### config.mk
export PLATFORM = sky130hd
export DESIGN_NAME = alu_seq_ctrl_flat
export DESIGN_NICKNAME = d
export VERILOG_FILES = /design/src/rtl/alu_pkg.sv /design/src/rtl/alu_seq_ctrl_if.sv /design/src/rtl/rv32_alu_decode.sv /design/src/rtl/alu_seq_ctrl.sv /design/src/flat_wrapper.sv
export SDC_FILE = /design/constraint.sdc
export NUM_CORES = 1
export LEC_CHECK = 0
export BUFFER_PORTS_ARGS = -buffer_cell sky130_fd_sc_hd__buf_2
export CAP_MARGIN = 20
export CORE_MARGIN = 2
export CORE_UTILIZATION = 35
export DETAILED_ROUTE_END_ITERATION = 8
export PLACE_DENSITY = 0.68
export SETUP_SLACK_MARGIN = 0.05
export SLEW_MARGIN = 40
export SYNTH_ARGS = -nofsm -noshare
export SYNTH_HDL_FRONTEND = slang
export SYNTH_SLANG_ARGS = --single-unit
### constraint.sdc
create_clock -name clk -period 5 [get_ports clk]
set_input_delay 0.75 -clock clk [delete_from_list [all_inputs] [get_ports clk]]
set_output_delay 0.75 -clock clk [all_outputs]
set_load 0.01 [all_outputs]
### src/rtl/alu_pkg.sv
// -----------------------------------------------------------------------------
// alu_pkg
// Shared definitions for the RV32I ALU issue/writeback sequencer:
//   - ALU opcode encoding (ALU_*)
//   - RV32I major opcodes handled by the sequencer (OPC_*)
//   - funct7 values that select the base/alternate operation (F7_*)
//   - FSM state encoding and the decoder result bundle
// -----------------------------------------------------------------------------
package alu_pkg;

  localparam int XLEN    = 32;
  localparam int ALU_OPW = 4;

  localparam logic [ALU_OPW-1:0] ALU_ADD  = 4'd0;
  localparam logic [ALU_OPW-1:0] ALU_SUB  = 4'd1;
  localparam logic [ALU_OPW-1:0] ALU_AND  = 4'd2;
  localparam logic [ALU_OPW-1:0] ALU_OR   = 4'd3;
  localparam logic [ALU_OPW-1:0] ALU_XOR  = 4'd4;
  localparam logic [ALU_OPW-1:0] ALU_SLL  = 4'd5;
  localparam logic [ALU_OPW-1:0] ALU_SRL  = 4'd6;
  localparam logic [ALU_OPW-1:0] ALU_SRA  = 4'd7;
  localparam logic [ALU_OPW-1:0] ALU_SLT  = 4'd8;
  localparam logic [ALU_OPW-1:0] ALU_SLTU = 4'd9;

  localparam logic [6:0] OPC_OP    = 7'b0110011;
  localparam logic [6:0] OPC_OPIMM = 7'b0010011;
  localparam logic [6:0] OPC_LUI   = 7'b0110111;
  localparam logic [6:0] OPC_AUIPC = 7'b0010111;

  localparam logic [6:0] F7_BASE = 7'b0000000;
  localparam logic [6:0] F7_ALT  = 7'b0100000;

  typedef enum logic [1:0] {
    IDLE   = 2'd0,
    DECODE = 2'd1,
    EXEC   = 2'd2,
    WB     = 2'd3
  } state_e;

  // Everything the decoder hands back to the sequencer for one instruction.
  typedef struct packed {
    logic [ALU_OPW-1:0] op;
    logic [XLEN-1:0]    a;
    logic [XLEN-1:0]    b;
    logic [4:0]         rd;
    logic               illegal;
  } dec_t;

  // Base (funct7 = F7_BASE) operation selected by funct3, shared by OP and
  // OP-IMM; the alternate forms (SUB, SRA) are overridden by the decoder.
  function automatic logic [ALU_OPW-1:0] f3_op(input logic [2:0] funct3);
    case (funct3)
      3'b000:  return ALU_ADD;
      3'b001:  return ALU_SLL;
      3'b010:  return ALU_SLT;
      3'b011:  return ALU_SLTU;
      3'b100:  return ALU_XOR;
      3'b101:  return ALU_SRL;
      3'b110:  return ALU_OR;
      default: return ALU_AND;
    endcase
  endfunction

endpackage

### src/rtl/alu_seq_ctrl_if.sv
// -----------------------------------------------------------------------------
// alu_seq_ctrl_if
// Bundles the three buses of the sequencer:
//   instruction handshake : instr_valid/instr_ready, instr, pc, rs1_data, rs2_data
//   ALU drive             : alu_op, alu_a, alu_b out; alu_y back (combinational)
//   writeback/completion  : rd_we, rd_addr, rd_wdata, done, illegal
// slave  : the sequencer itself
// master : the surrounding pipeline (instruction source, ALU, register file)
// -----------------------------------------------------------------------------
interface alu_seq_ctrl_if;
  import alu_pkg::*;

  logic               instr_valid;
  logic               instr_ready;
  logic [31:0]        instr;
  logic [XLEN-1:0]    pc;
  logic [XLEN-1:0]    rs1_data;
  logic [XLEN-1:0]    rs2_data;

  logic [ALU_OPW-1:0] alu_op;
  logic [XLEN-1:0]    alu_a;
  logic [XLEN-1:0]    alu_b;
  logic [XLEN-1:0]    alu_y;

  logic               rd_we;
  logic [4:0]         rd_addr;
  logic [XLEN-1:0]    rd_wdata;
  logic               done;
  logic               illegal;

  modport slave (
    input  instr_valid, instr, pc, rs1_data, rs2_data, alu_y,
    output instr_ready, alu_op, alu_a, alu_b,
    output rd_we, rd_addr, rd_wdata, done, illegal
  );

  modport master (
    output instr_valid, instr, pc, rs1_data, rs2_data, alu_y,
    input  instr_ready, alu_op, alu_a, alu_b,
    input  rd_we, rd_addr, rd_wdata, done, illegal
  );

endinterface

### src/rtl/rv32_alu_decode.sv
// -----------------------------------------------------------------------------
// rv32_alu_decode
// Purely combinational RV32I decoder for OP, OP-IMM, LUI and AUIPC.
//   instr : instruction word          pc  : its PC
//   rs1   : value of instr[19:15]     rs2 : value of instr[24:20]
//   dec   : {alu op, operand a, operand b, rd, illegal}
// Illegal encodings return op/a/b all zero so the ALU sees a quiet ADD 0+0.
// -----------------------------------------------------------------------------
module rv32_alu_decode
  import alu_pkg::*;
(
  input  logic [31:0]     instr,
  input  logic [XLEN-1:0] pc,
  input  logic [XLEN-1:0] rs1,
  input  logic [XLEN-1:0] rs2,
  output dec_t            dec
);

  logic [6:0] opcode;
  logic [6:0] funct7;
  logic [2:0] funct3;
  logic       shift_f7_ok;

  assign opcode      = instr[6:0];
  assign funct3      = instr[14:12];
  assign funct7      = instr[31:25];
  assign shift_f7_ok = (funct7 == F7_BASE) || (funct7 == F7_ALT);

  always_comb begin
    // NOTE: every field gets a default first so no path through the case
    // statement leaves a value unassigned and infers a latch.
    dec         = '0;
    dec.rd      = instr[11:7];
    dec.illegal = 1'b1;

    case (opcode)
      OPC_OP: begin
        dec.a       = rs1;
        dec.b       = rs2;
        dec.op      = f3_op(funct3);
        // F7_ALT only exists for SUB and SRA.
        dec.illegal = !((funct7 == F7_BASE) ||
                        (funct7 == F7_ALT && (funct3 == 3'b000 || funct3 == 3'b101)));
        if (funct7 == F7_ALT) dec.op = (funct3 == 3'b000) ? ALU_SUB : ALU_SRA;
      end

      OPC_OPIMM: begin
        dec.a       = rs1;
        dec.b       = {{20{instr[31]}}, instr[31:20]};
        dec.op      = f3_op(funct3);
        dec.illegal = 1'b0;
        // Shifts reuse the upper immediate bits as funct7 and take shamt only.
        if (funct3 == 3'b001) begin
          dec.b       = {27'b0, instr[24:20]};
          dec.illegal = (funct7 != F7_BASE);
        end else if (funct3 == 3'b101) begin
          dec.b       = {27'b0, instr[24:20]};
          dec.illegal = !shift_f7_ok;
          if (funct7 == F7_ALT) dec.op = ALU_SRA;
        end
      end

      OPC_LUI: begin
        dec.b       = {instr[31:12], 12'b0};
        dec.illegal = 1'b0;
      end

      OPC_AUIPC: begin
        dec.a       = pc;
        dec.b       = {instr[31:12], 12'b0};
        dec.illegal = 1'b0;
      end

      default: ;
    endcase

    if (dec.illegal) begin
      dec.op = ALU_ADD;
      dec.a  = '0;
      dec.b  = '0;
    end
  end

endmodule

### src/rtl/alu_seq_ctrl.sv
// -----------------------------------------------------------------------------
// alu_seq_ctrl
// Multi-cycle issue/writeback sequencer in front of an RV32I ALU.
//   clk   : rising-edge system clock
//   rst_n : asynchronous active-low reset
//   bus   : alu_seq_ctrl_if.slave (instruction handshake, ALU drive, writeback)
// Flow: IDLE (accept) -> DECODE (register ALU inputs) -> EXEC (capture alu_y)
//       -> WB (one-cycle done/rd_we) -> IDLE. One instruction per 4 cycles.
// -----------------------------------------------------------------------------
module alu_seq_ctrl
  import alu_pkg::*;
(
  input  logic           clk,
  input  logic           rst_n,
  alu_seq_ctrl_if.slave  bus
);

  state_e          state;
  state_e          state_next;
  logic [31:0]     instr_q;
  logic [XLEN-1:0] pc_q;
  logic [XLEN-1:0] rs1_q;
  logic [XLEN-1:0] rs2_q;
  logic            illegal_q;
  logic            accept;
  dec_t            dec;

  assign accept = (state == IDLE) && bus.instr_valid;

  rv32_alu_decode u_decode (
    .instr (instr_q),
    .pc    (pc_q),
    .rs1   (rs1_q),
    .rs2   (rs2_q),
    .dec   (dec)
  );

  // State register.
  // NOTE: sequential logic uses non-blocking assignments so every flop
  // samples values from before the clock edge, independent of block order.
  always_ff @(posedge clk or negedge rst_n) begin
    if (!rst_n) state <= IDLE;
    else        state <= state_next;
  end

  // Next-state logic.
  always_comb begin
    state_next = state;
    case (state)
      IDLE:    if (bus.instr_valid) state_next = DECODE;
      DECODE:  state_next = EXEC;
      EXEC:    state_next = WB;
      WB:      state_next = IDLE;
      default: state_next = IDLE;
    endcase
  end

  // Output logic: strobes are pure functions of the state, so an async reset
  // drops them in the same instant it aborts the instruction.
  always_comb begin
    bus.instr_ready = (state == IDLE);
    bus.done        = (state == WB);
    bus.illegal     = (state == WB) && illegal_q;
    bus.rd_we       = (state == WB) && !illegal_q && (bus.rd_addr != 5'd0);
  end

  // Capture, ALU drive and writeback data registers. The ALU inputs hold
  // between DECODEs to keep the ALU datapath from toggling.
  always_ff @(posedge clk or negedge rst_n) begin
    if (!rst_n) begin
      instr_q      <= '0;
      pc_q         <= '0;
      rs1_q        <= '0;
      rs2_q        <= '0;
      illegal_q    <= 1'b0;
      bus.alu_op   <= ALU_ADD;
      bus.alu_a    <= '0;
      bus.alu_b    <= '0;
      bus.rd_addr  <= '0;
      bus.rd_wdata <= '0;
    end else begin
      if (accept) begin
        instr_q <= bus.instr;
        pc_q    <= bus.pc;
        rs1_q   <= bus.rs1_data;
        rs2_q   <= bus.rs2_data;
      end
      if (state == DECODE) begin
        bus.alu_op  <= dec.op;
        bus.alu_a   <= dec.a;
        bus.alu_b   <= dec.b;
        bus.rd_addr <= dec.rd;
        illegal_q   <= dec.illegal;
      end
      if (state == EXEC) begin
        bus.rd_wdata <= illegal_q ? '0 : bus.alu_y;
      end
    end
  end

endmodule
### src/flat_wrapper.sv
// flat-port wrapper written by rule: the top's interface ports become plain ports
module alu_seq_ctrl_flat import alu_pkg::*;
  (clk, rst_n, bus_instr_valid, bus_instr, bus_pc, bus_rs1_data, bus_rs2_data, bus_alu_y, bus_instr_ready, bus_alu_op, bus_alu_a, bus_alu_b, bus_rd_we, bus_rd_addr, bus_rd_wdata, bus_done, bus_illegal);
  alu_seq_ctrl_if bus_i ();
  input  logic clk;
  input  logic rst_n;
  input wire logic [$bits(bus_i.instr_valid)-1:0] bus_instr_valid;
  input wire logic [$bits(bus_i.instr)-1:0] bus_instr;
  input wire logic [$bits(bus_i.pc)-1:0] bus_pc;
  input wire logic [$bits(bus_i.rs1_data)-1:0] bus_rs1_data;
  input wire logic [$bits(bus_i.rs2_data)-1:0] bus_rs2_data;
  input wire logic [$bits(bus_i.alu_y)-1:0] bus_alu_y;
  output wire logic [$bits(bus_i.instr_ready)-1:0] bus_instr_ready;
  output wire logic [$bits(bus_i.alu_op)-1:0] bus_alu_op;
  output wire logic [$bits(bus_i.alu_a)-1:0] bus_alu_a;
  output wire logic [$bits(bus_i.alu_b)-1:0] bus_alu_b;
  output wire logic [$bits(bus_i.rd_we)-1:0] bus_rd_we;
  output wire logic [$bits(bus_i.rd_addr)-1:0] bus_rd_addr;
  output wire logic [$bits(bus_i.rd_wdata)-1:0] bus_rd_wdata;
  output wire logic [$bits(bus_i.done)-1:0] bus_done;
  output wire logic [$bits(bus_i.illegal)-1:0] bus_illegal;
  assign bus_i.instr_valid = bus_instr_valid;
  assign bus_i.instr = bus_instr;
  assign bus_i.pc = bus_pc;
  assign bus_i.rs1_data = bus_rs1_data;
  assign bus_i.rs2_data = bus_rs2_data;
  assign bus_i.alu_y = bus_alu_y;
  assign bus_instr_ready = bus_i.instr_ready;
  assign bus_alu_op = bus_i.alu_op;
  assign bus_alu_a = bus_i.alu_a;
  assign bus_alu_b = bus_i.alu_b;
  assign bus_rd_we = bus_i.rd_we;
  assign bus_rd_addr = bus_i.rd_addr;
  assign bus_rd_wdata = bus_i.rd_wdata;
  assign bus_done = bus_i.done;
  assign bus_illegal = bus_i.illegal;
  alu_seq_ctrl u_core (.clk(clk), .rst_n(rst_n), .bus(bus_i));
endmodule
After elaboration in Yosys (flattened, before gate mapping)
Index checks and enable logic that the tools add are counted.

word-level totals
  word-level logic and storage cells = 62
  bits in read-only memories = 0
  memories = 0
  register bits = 236
  latch bits = 0
  input port bits = 163
  RAM bits = 0
  output and inout bits = 109

operators by class
  shift operators = 0
  multipliers = 0
  div/mod/pow operators = 0
  bitwise gates (word level) = 0
  reductions and logical operators = 18
  $lt $le $gt $ge = 0
  equal/unequal tests = 15
  mux-type cells = 18
  add/sub/neg operators = 0

operators by type and width
  operator            number
  $mux 32             3
  $pmux 32 s3         1
  $mux 68             1
  $pmux 32 s2         1
  $pmux 4 s7          1
  $eq 7x6->1 const B  3
  $mux 4              4
  $eq 7x5->1 const B  2
  $eq 3x3->1 const B  3
  $pmux 2 s4          1
  $pmux 4 s2          1
  $logic_not 7->1     1
  $reduce_bool 7->1   1
  $eq 3x2->1 const B  2
  $logic_and 1x1->1   5
  $reduce_bool 5->1   1
  $eq 2x2->1 const B  2
  $reduce_or 2->1     2
  $eq 3x1->1 const B  1
  $logic_not 1->1     3
  $logic_not 3->1     1
  $logic_or 1x1->1    3
  $mux 3              1
  $pmux 1 s3          1
  5 further kinds     6

Longest topological paths before layout
Gate-level depths: netlist of run 1.

  word-level depth = 7
  gate-level depth with buffers = 8
  gate-level depth less buffers = 5

Modules after synthesis
From an unflattened synthesis of run 1, not the netlist that was laid out.

second synthesis, totals
  cell total of the unflattened synthesis = 714
  area, all modules = 10,597.7 um^2

by module, submodules not included
  module           sequential area each (um^2)  instances  cells each  area an instance (um^2)
  alu_seq_ctrl     5,905.7                      1          518         9,396.5
  rv32_alu_decode  0.0                          1          196         1,201.2

Worst setup path after synthesis of run 1
Ideal clock, no wire load.

  path type = register -> register
  from = register u_core.instr_q[26]
  to = register u_core.bus.alu_b[10]
  path buffers = 2
  library setup time = 0.081 ns
  required time = 4.919 ns
  arrival = 1.915 ns
  clock period less this slack = 1.997 ns
  slack = 3.003 ns
  stages on the path, launching flop included = 8
  cells stage by stage = dfrtp_1 -> or4_4 -> nor3_4 -> nor2_1 -> or4_1 -> buf_6 -> buf_12 -> o22ai_2

between the ends
  cells in the longest elaborated chain, start to end = 7
  elaborated cells on any way between the ends = 12
  those cells by class = 1 x eq/ne; 4 x mux; 7 x reduce/logical

ends and longest elaborated chain
  what                                                  RTL line                                                             text
  from (decl)                                           alu_seq_ctrl.sv:20                                                   logic [31:0] instr_q;
  from (signal assigned)                                alu_seq_ctrl.sv:83                                                   instr_q <= bus.instr;
  $eq 7x6->1 / $logic_not 7->1 (equally long branches)  rv32_alu_decode.sv:27, rv32_alu_decode.sv:43, rv32_alu_decode.sv:42
  $logic_or 1x1->1                                      rv32_alu_decode.sv:27                                                assign shift_f7_ok = (funct7 == F7_BASE) || (funct7 == F7_ALT);
  $logic_not 1->1                                       rv32_alu_decode.sv:58                                                dec.illegal = !shift_f7_ok;
  $mux 1                                                rv32_alu_decode.sv:56                                                end else if (funct3 == 3'b101) begin
  $mux 1                                                rv32_alu_decode.sv:53                                                if (funct3 == 3'b001) begin
  $pmux 1 s3 *                                          rv32_alu_decode.sv:36                                                case (opcode)
  $mux 68 *                                             rv32_alu_decode.sv:77                                                if (dec.illegal) begin
  to (signal assigned)                                  alu_seq_ctrl.sv:91                                                   bus.alu_b <= dec.b;
  to (decl)                                             alu_seq_ctrl_if.sv:33                                                output instr_ready, alu_op, alu_a, alu_b,

Mark *: on every way between the ends. The rest lies on a longest branch, timed or not.
A chain may end at the register's enable or synchronous reset.

Final worst setup path of run 1
  from = register u_core.instr_q[13]
  to = register u_core.bus.alu_op[0]

between the ends
  cells in the longest elaborated chain, start to end = 7
  elaborated cells on any way between the ends = 21
  those cells by class = 6 x eq/ne; 10 x mux; 5 x reduce/logical

ends and longest elaborated chain
  what                                                   RTL line                                      text
  $eq 3x3->1 (tied with other cells)                     alu_pkg.sv:52                                 case (funct3)
  $pmux 4 s7 / $logic_or 1x1->1 (equally long branches)  alu_pkg.sv:52, rv32_alu_decode.sv:43
  $mux 4 / $logic_and 1x1->1 (equally long branches)     rv32_alu_decode.sv:59, rv32_alu_decode.sv:43
  $mux 4 / $logic_or 1x1->1 (equally long branches)      rv32_alu_decode.sv:56, rv32_alu_decode.sv:42
  $mux 4 / $logic_not 1->1 (equally long branches)       rv32_alu_decode.sv:53, rv32_alu_decode.sv:42
  $pmux 4 s2 / $pmux 1 s3 (equally long branches)        rv32_alu_decode.sv:36
  $mux 68 *                                              rv32_alu_decode.sv:77
  to (signal assigned)                                   alu_seq_ctrl.sv:89                            bus.alu_op <= dec.op;
  to (decl)                                              alu_seq_ctrl_if.sv:33

Marks and branches as above.

==> qor.csv, run 1 <==
metric;value;unit
layout cells sized above 1;43.3;%
pwr dens;566;nW/µm²
CP Data Arrival Time;2.96;ns
CORE AREA;27900;µm²
CTS root buffer;clkbuf_16;
CP most frequent cell;nor2_1;
#FFs+latches synth;236;
# fillers;2589;
routed len/inst;17.0;µm
Rows;61;
initial cell density of the core;35.8;%
clk_lat worst skew;0.54;ns
CP Max Fanout;16;
CTS Sinks;236;
total track usage;16.4;%
Fin. Hold Viols;0;
setup bufs post-CTS;0;
placer congestion estimate;0.751;
Crit path largest cell delay;0.82;ns
Synth cell types;38;
period utilization;50.4;%
Final min period;2.52;ns
post_cts resized;0;
Max Clk Rate;397;MHz
startpoint types;flop;
clock tree buffer depth;3;
Yosys top cell area share;59.0;%
DP HPWL;16.5;mm
most numerous cell in the Yosys netlist;dfrtp_1;
Design Power;7.12;mW
slowest cell on the critical path;or4_1;
input/output buffers;271;
Req. time, crit path;5.44;ns
number of routed nets with antenna violations;0;
Worst Tran Pin Value;0.817;ns
Worst slew margin;45.6;%
asr flop ratio synth;100;%
largest net degree at the start of global routing;123;
crit-path cells;nor2b_1 -> nor2_1 -> nor2_1 -> or4_1 -> a32oi_1;
commonest cells in the synthesized netlist;dfrtp_1 (236), mux2_2 (133), inv_1 (103), nor2b_1 (55), a21oi_1 (54);
DRC Markers;0;
clock slew at reported path FFs;0.06;ns
first-pass GRT wire length;39.8;mm
1st-iter DRT viols;297;
CTS tree;built;
clock skew;0.0128;ns
Leak;5.89;nW
vias after detailed routing;7042;
fin. max-slew vios;0;
Mean Syn Cell Area;12.2;µm²
H-tree levels;1;
mapped cell area;10000;µm²
setup TNS;0;ns
die footprint;29900;µm²
Ys Warns;0;
post-synthesis sequential area ratio;59.0;%
hold buffer count at CTS;0;
Main synth FF type;dfrtp_1;
final setup vio count;0;
critical path type;flop to flop;
DR pass1 iterations;4;
Worst Setup End Kind;flop;
total global routing overflow;0;
Post-Route WL;25.0;mm
initial antenna violation count;4;
MaxCap Viol Count;0;
RSZ-0062 raised after global routing;false;
Mapped Nets;989;
Synth Instances;822;
worst vdd ir;0.000280;V
io pins;272;
Yosys top cell by area;dfrtp_1;
die span in x;173;µm
fin nets;1241;
Vias/cell;4.79;
CTS Buf Count;27;
synthesis-to-finish area growth;25.7;%
Synth area leaders;dfrtp_1 (59%), mux2_2 (15%), inv_1 (3.9%);
number of global-route vias before repair;7212;
Post-synth EDFFs;0;
die height;173;µm
status;finished, final reports clean;
HP Class;primary input to asynchronous set/reset pin;
flip-flops by register name, summed over array words and instances, names as in the netlist:
register / cells
u_core.pc_q: 32
u_core.rs1_q: 32
u_core.state: 2
u_core.illegal_q: 1
u_core.bus.alu_op: 4
u_core.rs2_q: 32
u_core.bus.alu_b: 32
u_core.bus.alu_a: 32
u_core.bus.rd_addr: 5
u_core.instr_q: 32
u_core.bus.rd_wdata: 32
worst max-delay path, delay by kind of cell (launching register included):
kind	cells	cell delay, ns
compound gates	1	0.30
flops	1	0.49
simple gates	4	1.64
logic make-up (layout without fill, tap and decap cells):
group           Yosys count  after routing  synth area share (%)
compound gates          170            170                  11.0
fa+ha+maj                 5              5                 0.600
buf+inv                 160            429                  6.43
flops                   236            236                  59.0
mux                     138            138                  15.5
other cells               0              1                     0
simple gates            113            113                  7.42
cell usage in the layout (no fill, tap or decap), types with 2 or more instances in the layout:
cell / instances
buf_2: 270
dfrtp_1: 234
mux2_2: 133
inv_1: 103
nor2b_1: 54
a21oi_1: 54
o22ai_1: 38
nand3b_1: 33
o21ai_0: 33
clkbuf_16: 27
o32ai_1: 17
o22ai_2: 10
nor2_1: 8
clkbuf_1: 8
a22oi_1: 7
buf_4: 7
mux2i_1: 5
nand3_1: 4
clkbuf_8: 4
clkinv_2: 3
or4_1: 2
nor3b_1: 2
nand2b_1: 2
o32ai_2: 2
a22o_1: 2
o21a_1: 2
ha_1: 2
ha_4: 2
inv_6: 2
bufinv_16: 2
dfrtp_2: 2
metrics by stage:
stage,hold WS [ns],instance area [µm²],std cells,setup WS [ns],utilization [%]
detailed placement,0.484,11700,1423,2.51,41.9
finish,0.148,12600,1470,2.48,45.0
global placement,0.476,11700,1423,2.31,41.9
global route,0.181,12600,1469,2.29,45.0
CTS,0.170,12600,1469,2.45,45.0
floorplan,0.454,10000,822,3.00,-
metal layers:
| layer | wire length [µm] | part of all wire [%] | GRT usage, % | vias to the layer above |
|---|---|---|---|---|
| li1 | - | - | - | 3335 |
| met1 | 10700 | 43 | 21.3 | 3460 |
| met2 | 11800 | 47 | 26.4 | 201 |
| met3 | 1970 | 7.9 | 5.39 | 40 |
| met4 | 500 | 2.0 | 4.34 | 6 |
| met5 | 34 | 0.14 | 0 | - |
worst paths after layout:
check / start / end / slack [ns] / cells past startpoint
worst max register to register: u_core.instr_q[13] / u_core.bus.alu_op[0] / 2.48 / 5
worst min register to register: u_core.rs1_q[23] / u_core.rs1_q[23] / 0.50 / 1
min in group clk: bus_instr[6] / u_core.instr_q[6] / 0.44 / 2
worst max-delay path: u_core.instr_q[13] / u_core.bus.alu_op[0] / 2.48 / 5
worst min-delay path: rst_n / u_core.bus.alu_b[19] / 0.15 / 1
max in group asynchronous: rst_n / u_core.pc_q[14] / 3.78 / 2
area by class of cell:
cell class | count | area, µm² | area share (%)
antenna | 1 | 2.50 | 0.0199
sequential | 236 | 5910 | 47.0
timing repair buffer | 280 | 1450 | 11.5
multi-input combinational | 426 | 3500 | 27.8
inverter | 103 | 387 | 3.07
clock buffer | 39 | 761 | 6.05
clock inverter | 7 | 92.6 | 0.736
tap | 378 | 473 | 3.76
where the power goes:
group,leakage (nW),switching (mW),internal [mW]
Clock,0.420,0.761,1.15
Sequential,3.00,0.394,2.56
Combinational,2.48,1.15,1.10
No activity file was read; power rests on OpenSTA's default activity.
==> run 2, diff against run 1 <==
--- a/config.mk
+++ b/config.mk
@@ -10,7 +10,7 @@
 export CORE_MARGIN = 2
 export CORE_UTILIZATION = 35
 export DETAILED_ROUTE_END_ITERATION = 8
-export PLACE_DENSITY = 0.68
+export PLACE_DENSITY = 0.7
 export SETUP_SLACK_MARGIN = 0.05
 export SLEW_MARGIN = 40
 export SYNTH_ARGS = -nofsm -noshare
==> constraint.sdc (replaced) <==
create_clock -name clk -period 2.3 [get_ports clk]
set_input_delay 0.345 -clock clk [delete_from_list [all_inputs] [get_ports clk]]
set_output_delay 0.345 -clock clk [all_outputs]
set_load 0.01 [all_outputs]
==> qor.csv, run 2 (synthesized netlist as in run 1, its figures left out) <==
metric;value;unit;change
DP Area;11900;µm²;+1.5%
met3 WL;1.93;mm;-1.6%
Req. time, crit path;2.74;ns;-2.70 ns
Design Area, Final;12800;µm²;+1.9%
Final min period;2.18;ns;-0.343 ns
CP Data Arrival Time;2.61;ns;-0.35 ns
number of routed nets with antenna violations;0;;unchanged
number of global-route vias before repair;7535;;+4.5%
Fin. Hold Viols;0;;unchanged
fin. max-slew vios;0;;unchanged
Switch Pwr;5.08;mW;+120%
pwr dens;1230;nW/µm²;+120%
die span in x;173;µm;unchanged
H-tree levels;1;;unchanged
synthesis-to-finish area growth;28.1;%;
initial antenna violation count;8;;+4
Max Clk Rate;460;MHz;+16%
CORE AREA;27900;µm²;unchanged
worst vdd ir;0.000684;V;+140%
hold wc startpoint;bus_rs1_data[2];;
MaxCap Viol Count;0;;unchanged
first-pass GRT wire length;40.8;mm;+2.5%
die footprint;29900;µm²;unchanged
total track usage;16.7;%;+0.29 points
DRC Markers;0;;unchanged
Comb pwr share;32.8;%;+1.1 points
CTS Buf Count;26;;-3.7%
number of cells on the worst reg-to-reg path;6;;+1
Internal Power;10.7;mW;+120%
Worst slew margin;55.1;%;+9.5 points
Min-Delay Endpoint;u_core.rs1_q[2];;
startpoint types;flop;;
Design Power;15.7;mW;+120%
CTS root buffer;clkbuf_16;;
setup TNS;0;ns;unchanged
DP HPWL;17.2;mm;+4.5%
final setup vio count;0;;unchanged
clock tree buffer depth;3;;unchanged
FF-to-FF Start;u_core.instr_q[25];;
layout cells sized above 1;44.1;%;+0.84 points
worst hold path depth;2;;
routed len/inst;17.1;µm;+0.67%
clock slew at reported path FFs;0.06;ns;about the same
input/output buffers;271;;unchanged
placer congestion estimate;0.792;;+5.4%
CTS Sinks;236;;unchanged
most frequent cells in the layout;buf_2 (270), dfrtp_1 (235), mux2_2 (133);;
Worst Setup End Kind;flop;;
largest net degree at the start of global routing;76;;-38%
critical path type;flop to flop;;
FF+latch area;5910;µm²;about the same
1st-iter DRT viols;320;;+7.7%
Worst Tran Pin Value;0.673;ns;-0.143 ns
vias after detailed routing;7131;;+1.3%
# fillers;2597;;+0.31%
io pins;272;;unchanged
WL met2;11.8;mm;+0.54%
initial cell density of the core;35.8;%;unchanged
most common cell after layout, fill and taps aside;buf_2;;
status;finished, final reports clean;;
wl on met1;10.9;mm;+1.5%
footprint of the multi-input gates;3500;µm²;about the same
clock power share;26.5;%;-0.4 points
CTS tree;built;;
Rows;61;;unchanged
CP Max Fanout;20;;+4
Leak;6.02;nW;+2.1%
Post-Route WL;25.5;mm;+2.2%
Max Used Layer;met5;;
Seq pwr share;40.7;%;-0.7 points
total global routing overflow;0;;unchanged
die height;173;µm;unchanged
fin nets;1258;;+1.4%
R2R Setup Slk;0.12;ns;-2.36 ns
clk_lat worst skew;0.52;ns;-0.02 ns
reg-to-reg endpoint;u_core.bus.alu_a[16];;
DR pass1 iterations;4;;unchanged
sw frac;32.3;%;-0.15 points
clock skew;0.00835;ns;-0.00445 ns
RSZ-0062 raised after global routing;true;;
HP Class;primary input to flop;;
period utilization;94.6;%;+44 points
Vias/cell;4.78;;-0.23%
-- run 2: cell count changes in the layout (fill, tap and decap cells not counted), sizes merged --
cell         previous run  this run
buf                   280       296
clkinv                  3         5
diode                   1         3
inv                   105       103
a21o                    2         3
clkbuf                 39        40
clkinvlp                0         1
dlygate4sd3             0         1
-- run 2: repair_timing --
| action | CTS | global route |
|---|---|---|
| hold buffers | 1 | 0 |
| setup buffers | 0 | 2 |
| endpoints found under the hold margin | 46 | 0 |
| pin swaps | 0 | 2 |
| resized for setup | 1 | 1 |
| setup endpoints to repair | 10 | 20 |
| cloned | 0 | 1 |
-- run 2: worst max-delay path by stage --
stage	from	endpoint	slack, ns	cells after the start
floorplan	u_core.instr_q[26]	u_core.bus.alu_b[10]	0.30	7
global placement	u_core.instr_q[26]	u_core.bus.alu_a[4]	0.09	6
detailed placement	u_core.instr_q[26]	u_core.bus.alu_a[16]	0.01	6
CTS	u_core.instr_q[26]	u_core.bus.alu_a[16]	0.14	6
global route	u_core.instr_q[26]	u_core.bus.alu_a[7]	0.03	6
finish	u_core.instr_q[25]	u_core.bus.alu_a[16]	0.12	6
-- run 2: power by group through the flow --
stage          Combinational (mW)  Sequential [mW]  Clock, mW
6_report                     5.16             6.41       4.17
5_1_grt                      5.66             6.59       4.47
4_1_cts                      5.22             6.41       4.29
3_5_place_dp                 5.19             6.47          0
3_3_place_gp                 5.06             6.40          0
2_1_floorplan                3.61             6.29          0
-- run 2: layout make-up --
type | instances | area share [%]
sequential | 236 | 46.1
multi-input combinational | 427 | 27.3
timing repair buffer | 297 | 13.1
clock buffer | 40 | 5.97
tap | 378 | 3.69
inverter | 103 | 3.02
clock inverter | 8 | 0.781
antenna | 3 | 0.0586
-- run 2: critical path, stage by stage, from the launching register on --
cell      delay (ns)
dfrtp_1         0.41
or4_4           0.53
nor3_4          0.26
nand2b_1        0.16
a21o_4          0.31
buf_4           0.24
o22ai_1         0.17
-- run 2: through the flow --
| stage | cells | setup slack, ns | hold WS, ns | util (%) |
|---|---|---|---|---|
| after global placement | 1437 | 0.0851 | 0.290 | 42.6 |
| after CTS | 1486 | 0.137 | 0.0238 | 45.7 |
| after detailed placement | 1437 | 0.0118 | 0.291 | 42.6 |
| final | 1492 | 0.125 | 0.0479 | 45.9 |
| after floorplan | 822 | 0.303 | 0.0494 | - |
| after global routing | 1490 | 0.0253 | 0.0355 | 45.9 |
-- run 2: layer usage --
layer	vias to the layer above	GRT usage (%)
li1	3371	-
met1	3463	21.3
met2	227	27.1
met3	60	4.99
met4	10	5.72
met5	-	0
==> run 3, diff against run 2 <==
--- a/config.mk
+++ b/config.mk
@@ -5,12 +5,14 @@
 export SDC_FILE = /design/constraint.sdc
 export NUM_CORES = 1
 export LEC_CHECK = 0
-export BUFFER_PORTS_ARGS = -buffer_cell sky130_fd_sc_hd__buf_2
+export BUFFER_PORTS_ARGS = -buffer_cell sky130_fd_sc_hd__clkbuf_2
 export CAP_MARGIN = 20
+export CELL_PAD_IN_SITES_DETAIL_PLACEMENT = 0
+export CELL_PAD_IN_SITES_GLOBAL_PLACEMENT = 2
 export CORE_MARGIN = 2
-export CORE_UTILIZATION = 35
+export CORE_UTILIZATION = 31
 export DETAILED_ROUTE_END_ITERATION = 8
-export PLACE_DENSITY = 0.7
+export PLACE_DENSITY = 0.88
 export SETUP_SLACK_MARGIN = 0.05
 export SLEW_MARGIN = 40
 export SYNTH_ARGS = -nofsm -noshare
==> qor.csv, run 3 (synthesized netlist as in run 1, its figures left out) <==
metric;value;unit;change
status;finished, final reports clean;;
crit-path cells;or4_4 -> nor3_4 -> nor2_1 -> or4_1 -> buf_4 -> o22ai_1;;
pwr dens;1220;nW/µm²;-0.49%
Crit path largest cell delay;0.55;ns;+0.02 ns
total global routing overflow;0;;unchanged
CTS tree;built;;
clock tree buffer depth;3;;unchanged
die footprint;33700;µm²;+13%
CP Data Arrival Time;2.54;ns;-0.07 ns
critical path type;flop to flop;;
number of routed nets with antenna violations;0;;unchanged
period utilization;91.3;%;-3.3 points
DP HPWL;17.9;mm;+3.7%
most common cell after layout, fill and taps aside;clkbuf_2;;
Worst Setup End Kind;flop;;
CTS root buffer;clkbuf_16;;
clock skew;0.00906;ns;+0.000710 ns
clock slew at reported path FFs;0.06;ns;about the same
DR pass1 iterations;4;;unchanged
Leak;5.95;nW;-1.1%
MaxCap Viol Count;0;;unchanged
most frequent cells in the layout;clkbuf_2 (270), dfrtp_1 (235), mux2_2 (133);;
met3 WL;1.72;mm;-11%
RSZ-0062 raised after global routing;false;;
HP Class;primary input to flop;;
Design Power;15.7;mW;-0.48%
initial cell density of the core;31.6;%;-4.2 points
Worst slew margin;46.8;%;-8.3 points
placer congestion estimate;0.778;;-1.8%
post_cts resized;0;;-1
worst hold path depth;2;;unchanged
fin. max-slew vios;0;;unchanged
Worst Path Buf+Inv;1;;unchanged
Final min period;2.10;ns;-0.0759 ns
cell family with most CP delay;simple AND/OR/NAND/NOR gates;;
largest net degree at the start of global routing;76;;unchanged
Fin. Hold Viols;0;;unchanged
setup TNS;0;ns;unchanged
H-tree levels;1;;unchanged
worst vdd ir;0.000580;V;-15%
hold buffer count at CTS;1;;unchanged
WL met2;12.3;mm;+3.8%
DRC Markers;0;;unchanged
Worst Tran Pin Value;0.798;ns;+0.124 ns
Post-Route WL;25.8;mm;+1.2%
CTS Buf Count;27;;+3.8%
initial antenna violation count;2;;-6
CTS Sinks;236;;unchanged
1st-iter DRT viols;261;;-18%
# fillers;3075;;+18%
die height;184;µm;+6.1%
Crit path depth;6;;unchanged
clk_lat worst skew;0.53;ns;about the same
Max Used Layer;met4;;
Vias/cell;4.58;;-4.2%
routed len/inst;17.1;µm;about the same
Hold Slack;0.0470;ns;-0.000909 ns
Post-Layout Cell Count;1511;;+1.3%
number of cells on the worst reg-to-reg path;6;;unchanged
io pins;272;;unchanged
fin nets;1257;;-0.079%
layout cells sized above 1;43.9;%;-0.20 points
CORE AREA;31600;µm²;+13%
total track usage;15.1;%;-1.6 points
input/output buffers;271;;unchanged
synthesis-to-finish area growth;28.1;%;about the same
slowest cell on the critical path;or4_4;;
vias after detailed routing;6916;;-3.0%
Rows;65;;+6.6%
Placed Cells;1462;;+1.7%
die span in x;184;µm;+6.1%
startpoint types;flop;;
final setup vio count;0;;unchanged
Max Clk Rate;476;MHz;+3.6%
wl on met1;11.2;mm;+2.8%
number of global-route vias before repair;7188;;-4.6%
setup bufs post-CTS;0;;unchanged
first-pass GRT wire length;40.5;mm;-0.56%
Req. time, crit path;2.74;ns;about the same
CP Max Fanout;11;;-45%
-- run 3: cell types whose count changed in the layout (fill, tap and decap cells not counted), sizes merged --
cell    delta
clkbuf   +269
a21o       -1
buf      -271
clkinv     -1
diode      -1
-- run 3: per-stage QoR --
| stage | cell area [µm²] | util, % | setup WS, ns |
|---|---|---|---|
| final | 12800 | 40.5 | 0.201 |
| after global routing | 12800 | 40.5 | 0.0646 |
| after detailed placement | 12000 | 37.8 | 0.210 |
| after CTS | 12800 | 40.5 | 0.159 |
| after floorplan | 10000 | - | 0.303 |
| after global placement | 12000 | 37.8 | 0.224 |
-- run 3: report_power, final --
group | total [mW] | switching (mW) | internal [mW]
sequential | 6.42 | 0.855 | 5.56
clock | 4.16 | 1.67 | 2.50
combinational | 5.09 | 2.55 | 2.54
-- run 3: final timing paths --
kind	from	end	slack (ns)
setup / recovery	u_core.instr_q[26]	u_core.bus.alu_b[0]	0.20
hold / removal	bus_rs2_data[8]	u_core.rs2_q[8]	0.05
setup reg to reg	u_core.instr_q[26]	u_core.bus.alu_b[0]	0.20
hold reg to reg	u_core.rs1_q[27]	u_core.rs1_q[27]	0.50
max in group asynchronous	rst_n	u_core.pc_q[17]	1.23
min in group asynchronous	rst_n	u_core.rs2_q[20]	0.38
-- run 3: per-layer routing --
metal	vias to the layer above	global-route usage, %
met3	40	3.65
li1	3358	-
met4	0	4.48
met2	185	25.0
met1	3333	19.5
met5	-	0
-- run 3: cell type report --
| cell class | count | area (µm²) | share of cell area (%) |
|---|---|---|---|
| Antenna cell | 2 | 5.00 | 0.0390 |
| Clock buffer | 39 | 761 | 5.94 |
| Clock inverter | 7 | 87.6 | 0.683 |
| Inverter | 103 | 387 | 3.02 |
| Multi-Input combinational cell | 426 | 3490 | 27.2 |
| Sequential cell | 236 | 5910 | 46.1 |
| Tap cell | 402 | 503 | 3.92 |
| Timing Repair Buffer | 296 | 1680 | 13.1 |
